<file path="src/rtl/tlb.sv">
// Fully-associative TLB: software fills entries in two steps (VA then PA),
// the pipeline gets a registered translation or miss/fault one cycle after lookup.

module tlb_entry #(
  parameter int ASID_BITS = 8
) (
  input  logic                 clk,
  input  logic                 reset_n,
  input  logic                 i_va_we,
  input  logic                 i_pa_we,
  input  logic                 i_flush,
  input  logic [19:0]          i_fld_pn,
  input  logic [ASID_BITS-1:0] i_fld_asid,
  input  logic                 i_fld_global,
  input  logic                 i_fld_writable,
  input  logic                 i_fld_present,
  input  logic [19:0]          i_lookup_vpn,
  input  logic [ASID_BITS-1:0] i_lookup_asid,
  output logic                 o_match,
  output logic [19:0]          o_ppn,
  output logic                 o_writable
);
  typedef enum logic {S_IDLE, S_VA_LOADED} fill_state_e;

  fill_state_e          r_state, w_next;
  logic                 r_valid;
  logic [19:0]          r_vpn, r_ppn, r_pend_vpn;
  logic [ASID_BITS-1:0] r_asid, r_pend_asid;
  logic                 r_global, r_writable, r_pend_global;
  logic                 w_ld_pend, w_commit, w_inval;

  always_ff @(posedge clk or negedge reset_n)
    if (!reset_n) r_state <= S_IDLE;
    else          r_state <= w_next;

  always_comb begin
    w_next = r_state;
    if (i_flush)                                  w_next = S_IDLE;
    else if (i_va_we)                             w_next = S_VA_LOADED;
    else if (i_pa_we && r_state == S_VA_LOADED)   w_next = S_IDLE;
  end

  // A VA write invalidates the live entry immediately; a PA write only
  // commits when a VA is pending, otherwise it is dropped.
  always_comb begin
    w_ld_pend = i_va_we && !i_flush;
    w_commit  = i_pa_we && !i_va_we && !i_flush && (r_state == S_VA_LOADED);
    w_inval   = i_flush || i_va_we;
  end

  always_ff @(posedge clk or negedge reset_n)
    if (!reset_n)      r_valid <= 1'b0;
    else if (w_inval)  r_valid <= 1'b0;
    else if (w_commit) r_valid <= i_fld_present;

  always_ff @(posedge clk) begin
    if (w_ld_pend) begin
      r_pend_vpn    <= i_fld_pn;
      r_pend_asid   <= i_fld_asid;
      r_pend_global <= i_fld_global;
    end
    if (w_commit) begin
      r_vpn      <= r_pend_vpn;
      r_asid     <= r_pend_asid;
      r_global   <= r_pend_global;
      r_ppn      <= i_fld_pn;
      r_writable <= i_fld_writable;
    end
  end

  assign o_match    = r_valid && (r_vpn == i_lookup_vpn) &&
                      (r_global || (r_asid == i_lookup_asid));
  assign o_ppn      = r_ppn;
  assign o_writable = r_writable;
endmodule

module tlb #(
  parameter int TLB_INDEX_BITS = 3,
  parameter int ASID_BITS      = 8
) (
  input  logic                      clk,
  input  logic                      reset_n,
  input  logic                      update_va_en,
  input  logic                      update_pa_en,
  input  logic [TLB_INDEX_BITS-1:0] update_index,
  input  logic [31:0]               update_value,
  input  logic                      flush_en,
  input  logic                      lookup_en,
  input  logic [31:0]               lookup_va,
  input  logic [ASID_BITS-1:0]      lookup_asid,
  input  logic                      lookup_store,
  output logic                      tlb_valid,
  output logic                      tlb_hit,
  output logic [31:0]               tlb_pa,
  output logic                      tlb_write_fault
);
  localparam int ENTRIES = 2 ** TLB_INDEX_BITS;

  logic [ENTRIES-1:0]       w_match, w_writable;
  logic [ENTRIES-1:0][19:0] w_ppn;
  logic                     w_hit, w_wr_sel;
  logic [19:0]              w_ppn_sel;
  logic                     w_unused;

  assign w_unused = ^update_value[11:2];

  for (genvar g = 0; g < ENTRIES; g++) begin : g_ent
    logic w_sel;
    assign w_sel = (update_index == TLB_INDEX_BITS'(g));
    tlb_entry #(.ASID_BITS(ASID_BITS)) u_ent (
      .clk           (clk),
      .reset_n       (reset_n),
      .i_va_we       (update_va_en && w_sel),
      .i_pa_we       (update_pa_en && !update_va_en && w_sel),
      .i_flush       (flush_en),
      .i_fld_pn      (update_value[31:12]),
      .i_fld_asid    (update_value[ASID_BITS-1:0]),
      .i_fld_global  (update_value[8]),
      .i_fld_writable(update_value[1]),
      .i_fld_present (update_value[0]),
      .i_lookup_vpn  (lookup_va[31:12]),
      .i_lookup_asid (lookup_asid),
      .o_match       (w_match[g]),
      .o_ppn         (w_ppn[g]),
      .o_writable    (w_writable[g])
    );
  end

  // Scan high to low so the lowest matching index is the one left standing.
  always_comb begin
    w_hit     = 1'b0;
    w_ppn_sel = '0;
    w_wr_sel  = 1'b0;
    for (int i = ENTRIES - 1; i >= 0; i--)
      if (w_match[i]) begin
        w_hit     = 1'b1;
        w_ppn_sel = w_ppn[i];
        w_wr_sel  = w_writable[i];
      end
  end

  always_ff @(posedge clk or negedge reset_n)
    if (!reset_n) begin
      tlb_valid       <= 1'b0;
      tlb_hit         <= 1'b0;
      tlb_pa          <= '0;
      tlb_write_fault <= 1'b0;
    end else begin
      tlb_valid       <= lookup_en;
      tlb_hit         <= lookup_en && w_hit;
      tlb_pa          <= (lookup_en && w_hit) ? {w_ppn_sel, lookup_va[11:0]} : '0;
      tlb_write_fault <= lookup_en && w_hit && lookup_store && !w_wr_sel;
    end

  a_va_pa_excl: assert property (@(posedge clk) disable iff (!reset_n)
    !(update_va_en && update_pa_en));
  a_single_hit: assert property (@(posedge clk) disable iff (!reset_n)
    lookup_en |-> $onehot0(w_match));
endmodule

</file>
<file path="config.mk">
export PLATFORM = sky130hd
export DESIGN_NAME = tlb
export DESIGN_NICKNAME = d
export VERILOG_FILES = /design/src/rtl/tlb.sv
export SDC_FILE = /design/constraint.sdc
export NUM_CORES = 1
export LEC_CHECK = 0
export BUFFER_PORTS_ARGS = -buffer_cell sky130_fd_sc_hd__buf_2
export CORE_ASPECT_RATIO = 1.4
export CORE_MARGIN = 8
export CORE_UTILIZATION = 60
export DETAILED_ROUTE_END_ITERATION = 12
export PLACE_DENSITY_LB_ADDON = 0.2
export SYNTH_ARGS = -nofsm -noshare
export SYNTH_HDL_FRONTEND = slang
export SYNTH_HIERARCHICAL = 1
export SYNTH_SLANG_ARGS = --single-unit
</file>
<file path="constraint.sdc">
create_clock -name clk -period 7.65 [get_ports clk]
set_clock_uncertainty 0.2 [all_clocks]
set_input_delay 0.765 -clock clk [delete_from_list [all_inputs] [get_ports clk]]
set_output_delay 0.765 -clock clk [all_outputs]
set_load 0.05 [all_outputs]
</file>
Yosys cells after proc, flatten, opt, wreduce, memory -nomap -nowiden
Cells that the tools add are included.
W data, S select, Z words.

operators by class
  equal/unequal tests = 23
  multiplexer cells = 65
  reduce and logical (&&, ||, !) cells = 120

operators with widths
  cell                  count
  $eq A20 B20 Y1        8
  $mux W20              8
  $logic_and A1 B1 Y1   76
  $eq A8 B8 Y1          8
  $mux W1               56
  $mux W32              1
  $reduce_bool A3 Y1    8
  $logic_or A1 B1 Y1    16
  $reduce_bool A2 Y1    8
  $eq A3 B3 Y1 const B  4
  $logic_not A1 Y1      11
  $eq A3 B2 Y1 const B  2
  $eq A3 B1 Y1 const B  1
  $logic_not A3 Y1      1

word-level totals
  register bits after elaboration = 683
  bits of input ports = 82
  output and inout port bits = 35

Longest topological paths before layout
  depth in word-level cells = 14
  gate-level depth with buffers = 10
  gate-level depth less buffers = 9

Modules after synthesis
Netlist, hierarchy kept.

modules (own cells, without submodules)
  module     times used  cells each  area an instance (µm²)
  tlb_entry  8           128         2797.7
  tlb        1           387         3211.8

Worst setup path before layout
No wires, ideal clock.

  path kind = input to register
  start = input port update_va_en
  end = register g_ent[0].u_ent.r_ppn[0], enable pin
  arrival = 4.975 ns
  required time = 6.931 ns
  path slack = 1.956 ns
  stages = 4
  buffers on the path = 0
  cell sequence = or3b_2 nor3_1 nand2_1 nor3_1

between the ends
  longest elaborated chain between the ends = 6

ends and longest elaborated chain
  element                             RTL line  RTL
  start: declaration                  83        input logic update_va_en,
  $logic_not A1 Y1                    114       .i_pa_we (update_pa_en && !update_va_en && w_sel),
  $logic_and A1 B1 Y1 (2 in a row)    114
  $logic_and A1 B1 Y1 * (3 in a row)  47        w_commit = i_pa_we && !i_va_we && !i_flush && (r_state == S_VA_LOADED);
  via g_ent[0].u_ent.w_commit         30        logic w_ld_pend, w_commit, w_inval;
  end signal: assignment              66        r_ppn <= i_fld_pn;
  end: declaration                    27        logic [19:0] r_vpn, r_ppn, r_pend_vpn;

The timed path passes the listed nets; every way through them passes the cells marked *.
A chain may end at the register's enable or synchronous reset.

Worst setup path after layout
  start = input port lookup_va[16]
  end = register tlb_write_fault

RTL lines
  element                             RTL line  RTL
  start: declaration                  89        input logic [31:0] lookup_va,
  $eq A20 B20 Y1 *                    71        assign o_match = r_valid && (r_vpn == i_lookup_vpn) &&
  $logic_and A1 B1 Y1 * (2 in a row)  71
  via w_match[1]                      99        logic [ENTRIES-1:0] w_match, w_writable;
  $mux W1 (2 in a row)                135       if (w_match[i]) begin
  $logic_and A1 B1 Y1 (2 in a row)    152       tlb_write_fault <= lookup_en && w_hit && lookup_store && !w_wr_sel;
  $logic_and A1 B1 Y1 *               152
  end signal: assignment              152
  end: declaration                    95        output logic tlb_write_fault

Marked as above.

==> results.md <==
* Synth cell types at 36
* RSZ-0062 raised after global routing: no
* Ranking of synthesized cells by area: edfxtp_1 74%, xor2_1 7.4%, dfrtp_1 5.0%
* CP arrival at 4640 ps
* Ports at 117
* Fin nets at between 1500 and 2000
* Post-synthesis sequential area ratio at 0.791
* Area of the mapped netlist at roughly 26000 um^2
* Ratio of final minimum period to clock period at 0.566
* # Max-Cap Violations at 0
* Sink Count at 683
* DR vias at roughly 12000
* CTS tree: yes
* Filler cells at between 2000 and 3000
* Wire length per cell at 24.4 um
* Count leader, synth: edfxtp_1
* Drt pass-1 iters at 7
* Avg Vias per Cell at 5.70
* Port bufs at 113
* Rows at slightly below 90
* Slew HR at 0.202
* F_max at between 200 and 250 MHz
* Num CTS Buffers at 59
* Area grow syn2layout at 12.8%
* Startpoint types: primary input
* Slew @ Worst Pin at roughly 1200 ps
* Top-area cell type share of the netlist area at 0.742
* Hold slack at 102 ps
* DRC Markers at 0
* Core Util, Final at 0.686
* DRT iter0 DRCs at 879
* Post-CTS Setup Bufs at 0
* Critical path type: in -> reg
* Crit-path max FO at 42
* Die W at 191 um
* Vias in the first global route at 12900
* Die height at 260 um
* WP data required at 7960 ps
* EDFF count, synth at 632
* DRT Wirelength at 52.8 mm
* Power density over the cells at 254 nW/um^2
* Pin count of the biggest net entering global routing at 52
* Sequence of cells on the critical path: buf_2 -> xor2_1 -> nor4_2 -> nand4_1 -> nor3_4 -> buf_4 -> nor2_1 -> a41o_2 -> inv_1 -> o2111ai_1 -> a31oi_1
* First-pass GRT wire length at 78.8 mm
* Largest delay contributor family on the critical path: simple AND/OR/NAND/NOR gates
* Post-cts hold buffer count at 0
* Yosys warns at 6
* Slew Viols, Final at 0
* Antenna Violating Nets Remaining at 0
* Design area at ~29000 um^2
* Clock slew seen by the registers of the worst setup and hold paths at approximately 70 ps
* Buf+Inv Stages, Crit Path at 3
* Total gr overflow at 0
* Die area at a little under 50000 um^2
* Status: completed
* CP max-delay cell: nor4_2
* Register bit total from synthesis at 683
* Post-synth top area cell: edfxtp_1
* Syn_area_per_cell at 18.1 um^2
* Post-CTS Resized at 0
* CTS root buffer: clkbuf_16
* Post-DP Area at between 20000 and 30000 um^2
* Setup_tns at 0 ps
* Fin crit period at roughly 4300 ps
* Net Count, Synth at 1493
* Initial Util at 0.608
* Most used DFF post-synth: edfxtp_1
* GPL Wtd Cong at 0.814
* Skew-Pair Late Insertion Delay at 600 ps
* Share of cells above drive strength 1 at 0.200
* H-tree Lvls at 2
* CP Capture Type: flop
* VDD IR max at between 0.0002 and 0.00025 V
* Core region area at 42100 um^2
* Post-synthesis async set-or-reset flop share at 0.0747
* Tot GR Track Use at 0.215
* Antenna violations before repair at 2
* Max clock buf depth at 3
* Finish-stage setup viols at 0
* Syn Inst Count at ~1400
* Final Hold Vio Count at 0
* Leak at slightly below 0.01 uW
* Crit path largest cell delay at 620 ps
* Worst Hold Class: in -> reg
* Most frequent cells after synthesis: 632 x edfxtp_1, 216 x xor2_1, 55 x a21oi_1
* Detailed Place HPWL at 31.5 mm
registers in the layout, summed over array words and instances, names as in the netlist, 32 cells and up:
name / count
g_ent.u_ent/o_ppn: 160
g_ent.u_ent/r_pend_vpn: 160
g_ent.u_ent/r_vpn: 160
g_ent.u_ent/r_asid: 64
g_ent.u_ent/r_pend_asid: 64
tlb_pa: 32
worst reg2reg max path: stages, from the launching register on:
cell	delay, ps
edfxtp_1	380
xor2_1	160
nor4_2	620
nand4_1	380
nor3_4	280
buf_4	490
nor2_1	160
a41o_2	550
inv_1	570
o2111ai_1	220
a31oi_1	220
stage by stage:
step	setup slack, ps	cells	total power, uW
after floorplan	1960	1411	4240
after global placement	2780	2056	4350
after detailed placement	2710	2056	4360
after CTS	3290	2165	7370
after global routing	3110	2165	7510
final	3320	2166	7320
layer usage:
layer / vias to the layer above / global-route usage / share of wire
li1: 5613 / - / -
met1: 6238 / 0.266 / 0.39
met2: 406 / 0.379 / 0.52
met3: 97 / 0.0297 / 0.056
met4: 0 / 0.0818 / 0.034
met5: - / 0 / 0
logic make-up (layout without fill, tap and decap cells):
group,after synthesis,after routing,share of synthesized area
buffers and inverters,88,296,0.0193
XOR/XNOR,224,224,0.0767
multiplexers,8,8,0.00313
other,0,1,0
flip-flops,683,683,0.791
AND/OR/NAND/NOR,287,287,0.0693
AO/OA/AOI/OAI,121,121,0.0402
final timing paths:
path                            cells after the start                          start                  endpoint  slack [ps]
max in group asynchronous                           2                        reset_n                tlb_pa[10]        6530
worst min register to register                      0  g_ent[0].u_ent/r_pend_asid[6]  g_ent[0].u_ent/r_asid[6]         210
worst min-delay path                                1                      lookup_en                 tlb_valid         100
worst max register to register                     10        g_ent[1].u_ent/r_vpn[4]           tlb_write_fault        3350
worst max-delay path                               11                  lookup_va[16]           tlb_write_fault        3320
min in group asynchronous                           2                        reset_n                tlb_pa[27]         140
cells in the final DEF (no fill, tap or decap), drive strengths merged:
cell type | synthesis | layout
clkinv | 0 | 16
o2111ai | 1 | 1
or3b | 1 | 1
nand3b | 21 | 21
clkbuf | 25 | 84
nor3b | 21 | 21
a221o | 1 | 1
edfxtp | 632 | 632
nand4 | 8 | 8
nor2b | 25 | 25
nand2 | 54 | 54
o21ai | 20 | 20
nor3 | 57 | 57
nor4 | 48 | 48
nand3 | 8 | 8
inv | 50 | 51
o211ai | 1 | 1
dfrtp | 51 | 51
buf | 12 | 137
a221oi | 40 | 40
and2b | 4 | 4
mux2i | 8 | 8
clkinvlp | 0 | 2
xnor2 | 8 | 8
and2 | 12 | 12
a31oi | 1 | 1
a21oi | 56 | 56
bufinv | 0 | 6
a41o | 1 | 1
nor2 | 24 | 24
nand2b | 4 | 4
diode | 0 | 1
xor2 | 216 | 216
layout make-up:
class	count	area, um^2	share of cell area
Inverter	50	188	0.00650
Multi-Input combinational cell	640	4980	0.173
Sequential cell	683	20300	0.702
Tap cell	546	683	0.0237
Clock buffer	84	1710	0.0593
Timing Repair Buffer	137	746	0.0258
Clock inverter	25	293	0.0101
Antenna cell	1	2.50	0.0000867
where the power goes:
group          switching (uW)  internal (uW)  leakage (uW)
clock                    1280           1760      0.000984
sequential               6.87           4090       0.00640
combinational             129           49.0       0.00256
(Power assumes the default switching activity.)
